===== src/rtl/mem_stage.sv =====
`default_nettype none
// +------------------------------------------------------------------------+
// | mem_stage : MEM pipeline stage with req/ack data bus and MEM/WB reg.  |
// | Rev 1.0                                                                |
// +------------------------------------------------------------------------+
module mem_stage #(
   parameter int TIMEOUT = 16
) (
   input  logic        clk,
   input  logic        rst_n,
   input  logic [31:0] op_c_i,
   input  logic [4:0]  reg_waddr_i,
   input  logic        reg_we_i,
   input  logic        mtype_i,
   input  logic        mem_rw_i,
   input  logic [1:0]  mem_width_i,
   input  logic [31:0] mem_wr_data_i,
   input  logic        mem_rdtype_i,
   input  logic [31:0] mem_addr_i,
   output logic        dbus_req_o,
   output logic        dbus_we_o,
   output logic [31:0] dbus_addr_o,
   output logic [31:0] dbus_wdata_o,
   output logic [3:0]  dbus_be_o,
   input  logic        dbus_ack_i,
   input  logic [31:0] dbus_rdata_i,
   output logic        stall_o,
   output logic [31:0] wb_data_o,
   output logic [4:0]  wb_waddr_o,
   output logic        wb_we_o,
   output logic        misalign_o,
   output logic        bus_err_o
);

   localparam int                 c_CNT_W   = (TIMEOUT > 1) ? $clog2(TIMEOUT) : 1;
   localparam logic [c_CNT_W-1:0] c_CNT_MAX = c_CNT_W'(TIMEOUT - 1);
   localparam logic [0:0]         c_S_IDLE  = 1'b0;
   localparam logic [0:0]         c_S_WAIT  = 1'b1;

   logic [0:0]         r_state;
   logic [0:0]         w_next_state;
   logic [c_CNT_W-1:0] r_cnt;

   logic        r_h_we;
   logic [31:0] r_h_addr;
   logic [3:0]  r_h_be;
   logic [31:0] r_h_wdata;
   logic [1:0]  r_h_width;
   logic        r_h_rdtype;
   logic [4:0]  r_h_waddr;
   logic        r_h_reg_we;

   logic        w_idle;
   logic        w_misalign;
   logic [3:0]  w_be_in;
   logic [31:0] w_wdata_in;
   logic        w_access;
   logic        w_timeout;
   logic        w_done;
   logic        w_sel_we;
   logic [31:0] w_sel_addr;
   logic [3:0]  w_sel_be;
   logic [31:0] w_sel_wdata;
   logic [1:0]  w_sel_width;
   logic        w_sel_rdtype;
   logic [4:0]  w_sel_waddr;
   logic        w_sel_reg_we;
   logic [31:0] w_shifted;
   logic [15:0] w_half;
   logic [31:0] w_load_data;

   assign w_idle = (r_state == c_S_IDLE);

   always_comb begin
      w_misalign = 1'b0;
      w_be_in    = 4'b1111;
      w_wdata_in = mem_wr_data_i;
      case (mem_width_i)
         2'b00: begin
            w_be_in    = 4'b0001 << mem_addr_i[1:0];
            w_wdata_in = {4{mem_wr_data_i[7:0]}};
         end
         2'b01: begin
            w_misalign = mem_addr_i[0];
            w_be_in    = 4'b0011 << {mem_addr_i[1], 1'b0};
            w_wdata_in = {2{mem_wr_data_i[15:0]}};
         end
         default: w_misalign = (mem_addr_i[1:0] != 2'b00);
      endcase
   end

   // In WAIT the bus and the result path run off the captured access only
   assign w_sel_we     = w_idle ? mem_rw_i     : r_h_we;
   assign w_sel_addr   = w_idle ? mem_addr_i   : r_h_addr;
   assign w_sel_be     = w_idle ? w_be_in      : r_h_be;
   assign w_sel_wdata  = w_idle ? w_wdata_in   : r_h_wdata;
   assign w_sel_width  = w_idle ? mem_width_i  : r_h_width;
   assign w_sel_rdtype = w_idle ? mem_rdtype_i : r_h_rdtype;
   assign w_sel_waddr  = w_idle ? reg_waddr_i  : r_h_waddr;
   assign w_sel_reg_we = w_idle ? reg_we_i     : r_h_reg_we;

   assign w_access  = w_idle ? (mtype_i & ~w_misalign) : 1'b1;
   // An ack in the threshold cycle takes priority over the abort
   assign w_timeout = w_access & ~dbus_ack_i & (r_cnt == c_CNT_MAX);
   assign w_done    = w_access & (dbus_ack_i | w_timeout);

   always_ff @(posedge clk or negedge rst_n) begin
      if (!rst_n) r_state <= c_S_IDLE;
      else        r_state <= w_next_state;
   end

   always_comb begin
      w_next_state = r_state;
      case (r_state)
         c_S_IDLE: if (w_access && !w_done) w_next_state = c_S_WAIT;
         c_S_WAIT: if (w_done)              w_next_state = c_S_IDLE;
         default:                           w_next_state = c_S_IDLE;
      endcase
   end

   // Outputs are gated by rst_n so an asserted reset drops the bus at once
   always_comb begin
      dbus_req_o   = rst_n & w_access;
      stall_o      = rst_n & w_access & ~w_done;
      dbus_we_o    = 1'b0;
      dbus_addr_o  = '0;
      dbus_wdata_o = '0;
      dbus_be_o    = '0;
      if (dbus_req_o) begin
         dbus_we_o    = w_sel_we;
         dbus_addr_o  = {w_sel_addr[31:2], 2'b00};
         dbus_wdata_o = w_sel_wdata;
         dbus_be_o    = w_sel_be;
      end
   end

   always_ff @(posedge clk or negedge rst_n) begin
      if (!rst_n) begin
         r_cnt      <= '0;
         r_h_we     <= 1'b0;
         r_h_addr   <= '0;
         r_h_be     <= '0;
         r_h_wdata  <= '0;
         r_h_width  <= '0;
         r_h_rdtype <= 1'b0;
         r_h_waddr  <= '0;
         r_h_reg_we <= 1'b0;
      end else begin
         if (w_idle) begin
            r_cnt      <= (w_access && !w_done) ? c_CNT_W'(1) : '0;
            r_h_we     <= mem_rw_i;
            r_h_addr   <= mem_addr_i;
            r_h_be     <= w_be_in;
            r_h_wdata  <= w_wdata_in;
            r_h_width  <= mem_width_i;
            r_h_rdtype <= mem_rdtype_i;
            r_h_waddr  <= reg_waddr_i;
            r_h_reg_we <= reg_we_i;
         end else begin
            r_cnt <= w_done ? '0 : r_cnt + 1'b1;
         end
      end
   end

   assign w_shifted = dbus_rdata_i >> {w_sel_addr[1:0], 3'b000};
   assign w_half    = w_sel_addr[1] ? dbus_rdata_i[31:16] : dbus_rdata_i[15:0];

   always_comb begin
      case (w_sel_width)
         2'b00:   w_load_data = {{24{~w_sel_rdtype & w_shifted[7]}}, w_shifted[7:0]};
         2'b01:   w_load_data = {{16{~w_sel_rdtype & w_half[15]}}, w_half};
         default: w_load_data = dbus_rdata_i;
      endcase
   end

   // MEM/WB register; stall cycles issue a bubble
   always_ff @(posedge clk or negedge rst_n) begin
      if (!rst_n) begin
         wb_data_o  <= '0;
         wb_waddr_o <= '0;
         wb_we_o    <= 1'b0;
         misalign_o <= 1'b0;
         bus_err_o  <= 1'b0;
      end else begin
         misalign_o <= w_idle & mtype_i & w_misalign;
         bus_err_o  <= w_timeout;
         if (w_done) begin
            wb_waddr_o <= w_sel_waddr;
            if (w_timeout || w_sel_we) begin
               wb_data_o <= '0;
               wb_we_o   <= 1'b0;
            end else begin
               wb_data_o <= w_load_data;
               wb_we_o   <= w_sel_reg_we & (w_sel_waddr != 5'd0);
            end
         end else if (w_idle && !mtype_i) begin
            wb_data_o  <= op_c_i;
            wb_waddr_o <= reg_waddr_i;
            wb_we_o    <= reg_we_i & (reg_waddr_i != 5'd0);
         end else if (w_idle && w_misalign) begin
            wb_data_o  <= '0;
            wb_waddr_o <= reg_waddr_i;
            wb_we_o    <= 1'b0;
         end else begin
            wb_we_o <= 1'b0;
         end
      end
   end

endmodule
`default_nettype wire


===== config.mk =====
export PLATFORM = sky130hd
export DESIGN_NAME = mem_stage
export DESIGN_NICKNAME = d
export VERILOG_FILES = /design/src/rtl/mem_stage.sv
export SDC_FILE = /design/constraint.sdc
export NUM_CORES = 1
export LEC_CHECK = 0
export ABC_CLOCK_PERIOD_IN_PS = 2350
export BUFFER_PORTS_ARGS = -buffer_cell sky130_fd_sc_hd__clkbuf_2
export CAP_MARGIN = 10
export CORE_MARGIN = 8
export CORE_UTILIZATION = 49
export CTS_CLUSTER_DIAMETER = 200
export DETAILED_ROUTE_END_ITERATION = 6
export PLACE_DENSITY = 0.83
export SYNTH_ARGS = -nofsm -noshare
export SYNTH_HDL_FRONTEND = slang
export SYNTH_SLANG_ARGS = --single-unit

===== constraint.sdc =====
create_clock -name clk -period 2.35 [get_ports clk]
set_input_delay 0 -clock clk [delete_from_list [all_inputs] [get_ports clk]]
set_output_delay 0 -clock clk [all_outputs]
set_load 0.03 [all_outputs]

**Word-level counts from Yosys, hierarchy flattened**

Index checks and enable logic that the tools add are counted.

- Add/sub/neg operators: 1
- Equality and inequality tests: 3
- Shifts and indexed selects: 3
- Mux-type cells: 34
- Bitwise gates (word level): 18
- Reductions and logical operators: 12

Operators by type and width:

| cell | count |
|---|---|
| $mux W32 | 8 |
| $pmux W32 S2 | 2 |
| $shr A32 B5 Y8 | 1 |
| $mux W5 | 4 |
| $mux W16 | 1 |
| $mux W4 | 4 |
| $and A1 B1 Y1 | 12 |
| $mux W1 | 11 |
| $reduce_bool A5 Y1 | 2 |
| $pmux W4 S2 | 1 |
| $not A1 Y1 | 5 |
| $add A4 B1 Y4 const B | 1 |
| $eq A2 B1 Y1 const B | 2 |
| $eq A4 B4 Y1 const B | 1 |
| $logic_not A2 Y1 | 2 |
| $pmux W1 S2 | 2 |
| $shl A1 B2 Y4 const A | 1 |
| $shl A2 B2 Y4 const A | 1 |
| $logic_and A1 B1 Y1 | 3 |
| $reduce_bool A3 Y1 | 1 |
| $logic_not A1 Y1 | 2 |
| $mux W2 | 1 |
| $reduce_bool A2 Y1 | 1 |
| $logic_or A1 B1 Y1 | 1 |
| $or A1 B1 Y1 | 1 |

- Register bits after elaboration: 123
- Bits of input ports: 142
- Output and inout port bits: 111
- Logic and storage cells: 86

**Depth between registers and ports, before layout**

- Depth after elaboration: 13
- Mapped depth: 9
- Gate-level depth less buffers: 6

**Worst setup path before layout**

Ideal clock, no wire load.

- Path kind: register to register
- Start: register (tool-made name)
- End: register wb_data_o[21]
- Setup time: 130 ps
- Arrival: 1863 ps
- Required time: 2220 ps
- Setup slack: 356 ps
- Stages on the path, launching flop included: 8
- Path buffers: 2
- Clock period less this slack: 1994 ps
- Cell sequence: dfrtp_1 -> buf_6 -> mux2i_2 -> mux4_2 -> nor2b_1 -> o31ai_4 -> buf_6 -> o21ai_0

RTL lines:

| what | RTL line | text |
|---|---|---|
| end signal: assignment | 193 | `wb_data_o <= w_load_data;` |
| end signal: assignment | 197 | `wb_data_o <= op_c_i;` |
| end: declaration | 28 | `output logic [31:0] wb_data_o,` |

==> results.yml <==
outcome:
  run_status: "complete, but fails checks"
  violations_in_the_final_reports: "DRC"
placed_design:
  pre_cts_ws_ns: 0.182
  buffer_ports.inserted: 250
  post_dp_cell_area_um2: 7740
  gp_routability_congestion: 0.918
  detailedPlacementHpwl_um: 14300
timing:
  post-route-worst-setup-slack_ns: 0.0766
  timing_worst_slew_pin_value_ns: 0.675
  final_max_slew_viol_count: 0
  maxClockFrequency_ghz: 0.440
  endpoints_failing_hold: 0
  post-route-period-util_pct: 96.7
  holdWs_ns: 0.0558
  totalNegativeSetupSlack_ns: 0
  grt_setup_unrepaired: "false"
  setup_viol_count_final: 0
  finalClockSkew_ns: 0.0110
  finalCriticalPeriod_ns: 2.27
  slew-limit-headroom_pct: 55.0
floorplan:
  ioPinCount: 253
  rows: 41
  die_w_um: 129
  design.die.area_um2: 16700
  core_area_um2: 12600
  initial_core_util_pct: 49.9
  die_height_um: 129
finish:
  final_core_util_pct: 77.6
  post_route_cell_area_um2: 9750
  finalNetCount: 1143
  leading_cell_type_in_the_layout_fill_and_taps_excluded: "sky130_fd_sc_hd__clkbuf_2"
  final_layout_size_suffix_gt1_share_pct: 36.4
  area_delta_synth_final_pct: 55.6
  commonest_non_fill_non_tap_cells_in_the_layout: "249 x sky130_fd_sc_hd__clkbuf_2, 133 x sky130_fd_sc_hd__dlygate4sd3_1, 122 x sky130_fd_sc_hd__dfrtp_1, 83 x sky130_fd_sc_hd__nor2b_1, 50 x sky130_fd_sc_hd__o21ai_0"
setup_path:
  cp.required_ns: 2.35
  path_cells: "buf_4 > a31oi_2 > nand2b_4 > buf_12 > buf_4 > nor2b_1 > clkbuf_2"
  critPathTopFamily: "buffers and inverters"
  criticalPathCategory: "flip-flop to output pin"
  reg2reg_to: "wb_data_o[18]$_DFFE_PN0P_"
  cp_num_buf_inv: 4
  top_cell_by_count_worst_path: "sky130_fd_sc_hd__buf_4"
  max_stage_delay_ns: 0.48
  worstRegToRegCells: 7
  crit_slowest_cell: "sky130_fd_sc_hd__dfrtp_4"
  ff2ff_setup_slack_ns: 0.10
  crit_path_start_kind: "flip-flop"
  arrival_ns: 2.27
  crit_path_max_fanout: 16
  crit_path_end_kind: "output pin"
grt:
  grt.met3_usage_pct: 9.08
  grt.total_usage_pct: 29.4
  number_of_global_route_vias_before_repair: 7070
  overflow: 0
  grt_max_degree: 75
  grt_antenna_before_repair: 2
  busiest_layer: "met2"
  globalRouteMet1Util_pct: 32.7
  global_route.usage.met2_pct: 48.2
  grt_first_pass_wirelength_um: 37600
pwr:
  p_comb_share_pct: 25.0
  cell_internal_pwr_w: 0.00469
  pwr_density_cell_nw_per_um2: 699
  power.share.sequential_pct: 35.9
  net_switching_power_w: 0.00213
  p_sw_share_pct: 31.2
  leakagePower_nw: 4.60
  maximum_ir_drop_on_the_vdd_rail_mv: 0.726
  portion_of_total_power_attributed_to_the_clock_network_pct: 39.1
synthesis:
  synthesis.yosys.warnings: 0
  synthAdderAreaFrac_pct: 0.200
  yosys.cell_types.count: 50
  synthesis.area_um2: 6270
  synth_enable_flop_cells: 0
  synth_compound_gate_area_share_pct: 17.1
  post_synth_xor_area_fraction_pct: 0.280
  ys_async_sr_fraction_pct: 100
  synth-seq-cells: 123
  netlist_instances: 615
  post_synth_and_or_nand_nor_area_fraction_pct: 15.8
  main_flop_type_after_synthesis: "sky130_fd_sc_hd__dfrtp_1"
  per_instance_average_area_after_synthesis_um2: 10.2
  synth_top_family_by_area: "compound AO/OA/AOI/OAI gates"
  yosys-mux-area-fraction_pct: 13.4
  ys_seq_area_share_pct: 49.1
clock_network:
  clock_path_buffers: 2
  cts_tree: "done"
  cts-htree-levels: 4
  clk_pin_slew_worst_paths_ns: 0.06
  clock_buffers_created_by_tritoncts: 17
  cts-root-buf: "sky130_fd_sc_hd__clkbuf_16"
  clock_insertion_delay_worst_skew_ns: 0.42
  clock_sink_count: 123
min_path:
  hold-path-endpoint: "r_h_addr[0]$_DFF_PN0_"
  min_path_cells: 4
  min_from: "mem_addr_i[0]"
  min-delay-path-class: "input port to flip-flop"
drt:
  routed_wire_length_per_instance_um: 20.7
  drtAntennaViolNets: 0
  drt-initial-drc-count: 620
  route.vias.total: 6700
  route.detailed.drc: 1
  iteration_count_of_the_initial_detailed_routing_pass: 7
  route.final.wire_length_um: 24700
  route.detailed.vias_per_inst: 5.63
job:
  drv.max_cap_violation_count: 0
-- layer usage --
metal | part of all wire (%) | vias up | wire, um
met1 | 36 | 3133 | 8860
li1 | - | 2937 | -
met2 | 49 | 488 | 12200
met3 | 8.7 | 142 | 2140
met4 | 6.1 | 0 | 1490
met5 | 0 | - | 0
-- state kept, by name, summed over array words and instances (netlist names), named ones only --
name	cells
r_h_rdtype	1
r_h_we	1
r_h_wdata	32
r_cnt	4
r_h_width	2
wb_waddr_o	5
r_h_be	4
wb_data_o	32
bus_err_o	1
misalign_o	1
wb_we_o	1
r_h_waddr	5
r_h_reg_we	1
r_h_addr	32
-- cell families after synthesis --
family | count (synthesis)
compound gates | 166
fa+ha+maj | 1
mux | 77
xor+xnor | 2
buf+inv | 58
flops | 123
other cells | 1
simple gates | 187
-- power by group through the flow --
stage / logic (W) / clock network [W] / registers [W]
2_1_floorplan: 0.000748 / 0 / 0.00262
3_3_place_gp: 0.00141 / 0 / 0.00246
3_5_place_dp: 0.00143 / 0 / 0.00247
4_1_cts: 0.00162 / 0.00268 / 0.00244
5_1_grt: 0.00181 / 0.00278 / 0.00247
6_report: 0.00171 / 0.00266 / 0.00245
-- synthesized netlist by cell type (2+ instances only) --
cell type	number	area [um^2]
sky130_fd_sc_hd__nor2b_1	83	519
sky130_fd_sc_hd__nor3_1	3	15.0
sky130_fd_sc_hd__or2_2	3	18.8
sky130_fd_sc_hd__a22oi_1	17	128
sky130_fd_sc_hd__buf_6	2	22.5
sky130_fd_sc_hd__inv_1	11	41.3
sky130_fd_sc_hd__o211ai_1	3	22.5
sky130_fd_sc_hd__buf_2	11	55.1
sky130_fd_sc_hd__o21a_1	7	52.6
sky130_fd_sc_hd__dfrtp_1	123	3080
sky130_fd_sc_hd__a21oi_1	38	190
sky130_fd_sc_hd__buf_4	2	15.0
sky130_fd_sc_hd__o221ai_1	6	52.6
sky130_fd_sc_hd__nand2b_1	6	37.5
sky130_fd_sc_hd__and3_1	2	12.5
sky130_fd_sc_hd__a21o_1	7	52.6
sky130_fd_sc_hd__xnor2_1	2	17.5
sky130_fd_sc_hd__buf_1	5	18.8
sky130_fd_sc_hd__nor2_1	25	93.8
sky130_fd_sc_hd__mux2i_1	34	340
sky130_fd_sc_hd__o31ai_1	8	60.1
sky130_fd_sc_hd__and2_1	4	25.0
sky130_fd_sc_hd__nand3_1	2	10.0
sky130_fd_sc_hd__or3_1	2	12.5
sky130_fd_sc_hd__clkbuf_1	25	93.8
sky130_fd_sc_hd__mux2_2	41	462
sky130_fd_sc_hd__o21ai_0	51	255
sky130_fd_sc_hd__a221oi_1	7	61.3
sky130_fd_sc_hd__nor3b_1	2	15.0
sky130_fd_sc_hd__o2111ai_1	3	26.3
sky130_fd_sc_hd__a211oi_1	13	97.6
sky130_fd_sc_hd__nand2_1	49	184
-- repair_timing --
action / 4_1_cts / 5_1_grt
hold buffers: 133 / 0
resized for setup: 2 / 8
buffers inserted: 0 / 2
endpoints found under the hold margin: 143 / 0
endpoints found under the setup margin: 44 / 58
-- worst min-delay path, delay by kind of cell --
family                 cells  cell delay, ns
buffers and inverters      3            0.33
multiplexers               1            0.10
-- final cells by class --
cell class,count,area (um^2)
timing repair buffer,411,2830
multi-input combinational,435,2960
tap,172,215
clock inverter,15,173
clock buffer,17,425
inverter,12,45.0
sequential,123,3080
fill,770,2820
antenna,6,15.0
-- how the worst max path moves through the flow --
stage,to,cells after the start
2_1_floorplan,wb_data_o[21]$_DFFE_PN0P_,7
3_3_place_gp,wb_data_o[19]$_DFFE_PN0P_,7
3_5_place_dp,wb_data_o[19]$_DFFE_PN0P_,7
4_1_cts,dbus_wdata_o[9],6
5_1_grt,wb_data_o[18]$_DFFE_PN0P_,7
6_report,dbus_wdata_o[19],7
-- metrics by stage --
step,std cells,power (W)
CTS,1183,0.00674
global placement,1018,0.00387
detailed placement,1018,0.00390
floorplan,616,0.00337
global route,1187,0.00705
finish,1191,0.00682
Note: power is estimated with default switching activity, not from simulation.
